**src/rtl/qrd_row_skewer.sv**
```systemverilog
// qrd_row_skewer: row FIFO feeding a diagonally skewed lane pipeline for a QR array (zero-bubble option: QRD_SKEW_ZERO_BUBBLE_EN)
module qrd_row_skewer #(
    parameter int N           = 5,
    parameter int DATA_LENGTH = 8,
    parameter int DEPTH       = 4
) (
    input  logic                       clk,
    input  logic                       rst,
    input  logic                       in_valid,
    output logic                       in_ready,
    input  logic [N*DATA_LENGTH-1:0]   in_row,
    input  logic                       in_last,
    output logic [N*DATA_LENGTH-1:0]   out_data,
    output logic [N-1:0]               out_valid,
    output logic                       done
);
    localparam int AW = $clog2(DEPTH);
    typedef enum logic [1:0] {IDLE, STREAM, DRAIN} state_t;
    state_t state, state_nx;
    logic [N*DATA_LENGTH-1:0] mem [DEPTH];
    logic [DEPTH-1:0] mem_last;
    logic [AW-1:0] wr_ptr, rd_ptr;
    logic [AW:0] count;
    logic push, pop;
    logic [N-1:0] pipe_valid, pipe_last;
    assign in_ready  = !rst && (count < (AW+1)'(DEPTH));
    assign push      = in_valid && in_ready;
    assign pop       = (count != '0) && (state != DRAIN);
    assign out_valid = pipe_valid;
    assign done      = pipe_valid[N-1] && pipe_last[N-1];
    // FIFO storage; no reset needed since occupancy gates every read
    always_ff @(posedge clk) begin
        if (push) begin
            mem[wr_ptr]      <= in_row;
            mem_last[wr_ptr] <= in_last;
        end
    end
    // FIFO pointers and occupancy; a pushed row is only visible to pop next cycle
    always_ff @(posedge clk) begin
        if (rst) begin
            wr_ptr <= '0;
            rd_ptr <= '0;
            count  <= '0;
        end else begin
            wr_ptr <= push ? wr_ptr + AW'(1) : wr_ptr;
            rd_ptr <= pop ? rd_ptr + AW'(1) : rd_ptr;
            count  <= count + (AW+1)'(push) - (AW+1)'(pop);
        end
    end
    // state register
    always_ff @(posedge clk) begin
        if (rst) state <= IDLE;
        else state <= state_nx;
    end
    // DRAIN holds off pops until the last row exits lane N-1 (done), keeping blocks apart
    always_comb begin
        state_nx = state;
        if (state == DRAIN) state_nx = done ? IDLE : DRAIN;
        else if (pop) state_nx = mem_last[rd_ptr] ? DRAIN : STREAM;
    end
    // valid/last travel one lane per cycle; a cycle without pop injects a bubble
    always_ff @(posedge clk) begin
        if (rst) begin
            pipe_valid <= '0;
            pipe_last  <= '0;
        end else begin
            pipe_valid <= (pipe_valid << 1) | N'(pop);
            pipe_last  <= (pipe_last << 1) | N'(pop && mem_last[rd_ptr]);
        end
    end
    // lane k delays its own element k times more than lane 0; data only moves with valid so bubbles hold
    for (genvar k = 0; k < N; k++) begin : g_lane
        logic [DATA_LENGTH-1:0] d [k+1];
        // per-lane delay chain
        always_ff @(posedge clk) begin
            if (rst) begin
                for (int i = 0; i <= k; i++) d[i] <= '0;
            end else begin
                if (pop) d[0] <= mem[rd_ptr][k*DATA_LENGTH +: DATA_LENGTH];
                for (int i = 1; i <= k; i++) if (pipe_valid[i-1]) d[i] <= d[i-1];
            end
        end
`ifdef QRD_SKEW_ZERO_BUBBLE_EN
        assign out_data[k*DATA_LENGTH +: DATA_LENGTH] = pipe_valid[k] ? d[k] : '0;
`else
        assign out_data[k*DATA_LENGTH +: DATA_LENGTH] = d[k];
`endif
    end
endmodule

```
**config.mk**
```make
export PLATFORM = sky130hd
export DESIGN_NAME = qrd_row_skewer
export DESIGN_NICKNAME = d
export VERILOG_FILES = /design/src/rtl/qrd_row_skewer.sv
export SDC_FILE = /design/constraint.sdc
export NUM_CORES = 1
export LEC_CHECK = 0
export CORE_MARGIN = 8
export CORE_UTILIZATION = 65
export CTS_BUF_LIST = sky130_fd_sc_hd__clkbuf_8
export DETAILED_ROUTE_END_ITERATION = 12
export GPL_TIMING_DRIVEN = 0
export PLACE_DENSITY = 0.95
export REMOVE_ABC_BUFFERS = 1
export SLEW_MARGIN = 20
export SYNTH_ARGS = -nofsm -noshare
export SYNTH_HDL_FRONTEND = slang
export SYNTH_SLANG_ARGS = --single-unit
```
**constraint.sdc**
```tcl
create_clock -name clk -period 5.1 [get_ports clk]
set_input_delay 0.765 -clock clk [delete_from_list [all_inputs] [get_ports clk]]
set_output_delay 0.765 -clock clk [all_outputs]
set_load 0.1 [all_outputs]
```
==> impl_metrics.csv <==
group,metric,value,unit
run_status,outcome,"complete, no violations",
cts,clk_pin_slew,60,ps
critical_path,crit_type,"in2out",
timing,period_share,79.6,%
floorplan,die_w,149,um
timing,clock_skew,17.1,ps
placed_design,hpwl,12300,um
power_and_ir_drop,p_per_area,546,nW/um2
cts,htree_num_levels,2,
power_and_ir_drop,p_leak,4.61,nW
critical_path,start_kind,"input port",
power_and_ir_drop,peakVddDrop,0.000339,V
timing,rsz0062_at_grt,"no",
finish,final_net_count,739,
route,firstDrtPassIters,5,
route,routed_wl,19900,um
finish,insertedDiodeCount,0,
job,drv_cap,0,
timing,setup_viol,0,
cts,cts_resized,0,
placed_design,post-place-cells,866,
finish,drive_gt1_share,18.6,%
cts,cts-buffers-inserted,45,
synthesis,synth_cell_types,33,
timing,hold_viol_final,0,
global_routing,grt_pass1_vias,5792,
finish,layout_commonest_cell,"edfxtp_1",
critical_path,crit_top_cell,"clkdlybuf4s50_1",
critical_path,slowest_delay,1190,ps
cts,cts_hold_buf,0,
synthesis,mappedNetlistArea,11500,um2
global_routing,grt_pass1_wl,30900,um
synthesis,ys_ff_latch,305,
synthesis,synth_area_leaders,"edfxtp_1 (74%), mux4_2 (8.0%), dfxtp_1 (3.6%)",
critical_path,crit_buf_inv,2,
timing,worst_pin_slew,1130,ps
synthesis,syn_area_per_cell,19.5,um2
worst_hold_path,hold_class,"reg2reg",
cts,cts_sinks,305,
placed_design,portBuffers,90,
route,remaining_drc_errors,0,
critical_path,worstPathArrival,3300,ps
timing,slew_headroom,23.9,%
synthesis,async_reset_ff_share,0,%
timing,fin_crit,4060,ps
cts,cts_root_buf,"clkbuf_8",
synthesis,synth_edf_count,284,
global_routing,antenna_found_initial,0,
critical_path,crit_slowest_cell,"clkdlybuf4s50_1",
cts,cts_tree,"built",
synthesis,netlist_instances,592,
floorplan,std_cell_rows,48,
cts,postCtsSetupBuffers,0,
timing,clock.fmax,246,MHz
finish,multi_input_area,2230,um2
timing,drv_slew,0,
global_routing,grt.overflow.total,0,
finish,final_cells,941,
finish,nFillCells,860,
critical_path,crit_chain,"clkdlybuf4s50_1 > nor2_1 > clkdlybuf4s50_1",
finish,final_cell_mix,"edfxtp_1 (284), clkdlybuf4s50_1 (90), clkbuf_8 (50)",
global_routing,grt_usage,18.3,%
critical_path,endpoint_kind,"output pin",
route,ant_nets,0,
finish,seqCellArea,8950,um2
synthesis,yosysTopAreaCell,"edfxtp_1",
floorplan,die-area,22300,um2
placed_design,place_congestion,0.704,
route,wl_per_cell,21.2,um
synthesis,synth-main-ff-cell,"edfxtp_1",
timing,setup-tns-final,0,ps
synthesis,ys_seq_area_share,77.6,%
global_routing,grt_start_max_net_pins,31,
route,drt-initial-drc-count,345,
synthesis,yosysWarnings,0,
floorplan,fp.coreArea,17300,um2
floorplan,io_pins,91,
floorplan,die_h,149,um
critical_path,path_delay_family,"buffers and inverters",
route,viasPerCell,5.70,
critical_path,worstPathMaxFanout,29,
synthesis,synth_top_cell_area_share,73.9,%
cts,ctsLongestPathBuffers,3,
route,num_vias,5360,
cts,clkLatencyLatePin,540,ps
critical_path,cp.required,4340,ps
floorplan,initial_core_util,66.7,%
finish,area_delta_synth_final,16.7,%
## area by class of cell
type,count,share of cell area [%]
Sequential cell,305,66.5
Multi-Input combinational cell,227,16.5
Timing Repair Buffer,101,8.39
Clock buffer,50,5.11
Tap cell,225,2.09
Clock inverter,25,1.14
Inverter,8,0.223
## synthesized netlist by cell type (3+ instances only)
cell and instances:
edfxtp_1 284, nor2b_1 47, and2_1 45, a21boi_0 41, mux4_2 41, buf_4 25
dfxtp_1 21, clkbuf_1 15, inv_1 8, or2_2 8, nor2_1 7, buf_2 6
buf_6 6, ha_1 6, o21ai_0 6, a21oi_1 4, and2b_2 3
## metrics by stage
| step | util, % | total power [mW] | hold slack (ps) | instance area, um2 | worst slack (ps) |
|---|---|---|---|---|---|
| global placement | 71.5 | 5.36 | 422 | 12400 | 682 |
| floorplan | - | 4.93 | 414 | 11200 | 2190 |
| global route | 77.8 | 7.63 | 456 | 13500 | 977 |
| CTS | 77.8 | 7.40 | 435 | 13500 | 1080 |
| detailed placement | 73.0 | 5.55 | 427 | 12600 | 1090 |
| finish | 77.8 | 7.35 | 437 | 13500 | 1040 |
## worst register-to-register path: stages, from the launching register on
cell     delay, ps
dfxtp_1        370
nor3_1         930
nor2_1         220
ha_1           330
inv_1           50
ha_1           130
inv_1           50
fa_1           380
xnor2_1        190
nor2_1          70
## where the power goes
part	internal (mW)	switching (mW)	total, mW
combinational	0.704	1.34	2.04
sequential	3.29	0.183	3.47
clock	0.992	0.843	1.83
## logic make-up (layout without fill, tap and decap cells)
kind of cell             count (synthesis)  after routing  synth area share, %
adder cells (fa/ha/maj)                  7              7                0.824
XOR/XNOR                                 3              3                0.228
buffers and inverters                   60            184                 3.22
multiplexers                            41             41                 8.01
AO/OA/AOI/OAI                           57             57                 3.71
AND/OR/NAND/NOR                        119            119                 6.43
flip-flops                             305            305                 77.6
## registers in the layout, summed over array words and instances, names as in the netlist, named ones only
register and cells:
wr_ptr 2, g_lane.d 120, count 3, mem 160, mem_last 4, rd_ptr 2
state 2, pipe_last 5, out_valid 5
## path summary, 6_finish.rpt
path	from	end	slack (ps)	depth (start not counted)
worst min-delay path	pipe_last[2]$_SDFF_PP0_	pipe_last[3]$_SDFF_PP0_	440	1
worst max register to register	count[2]$_SDFF_PP0_	count[2]$_SDFF_PP0_	2200	9
worst max-delay path	rst	in_ready	1040	3
worst min register to register	pipe_last[2]$_SDFF_PP0_	pipe_last[3]$_SDFF_PP0_	440	1
## metal layers
| metal | up-vias | wire length [um] | GRT usage [%] |
|---|---|---|---|
| met2 | 210 | 10700 | 32.4 |
| met1 | 2674 | 7540 | 20.8 |
| met4 | 0 | 428 | 7.98 |
| met3 | 40 | 1290 | 4.25 |
| met5 | - | 0 | 0 |
| li1 | 2436 | - | - |
No activity file was read; power rests on OpenSTA's default activity.
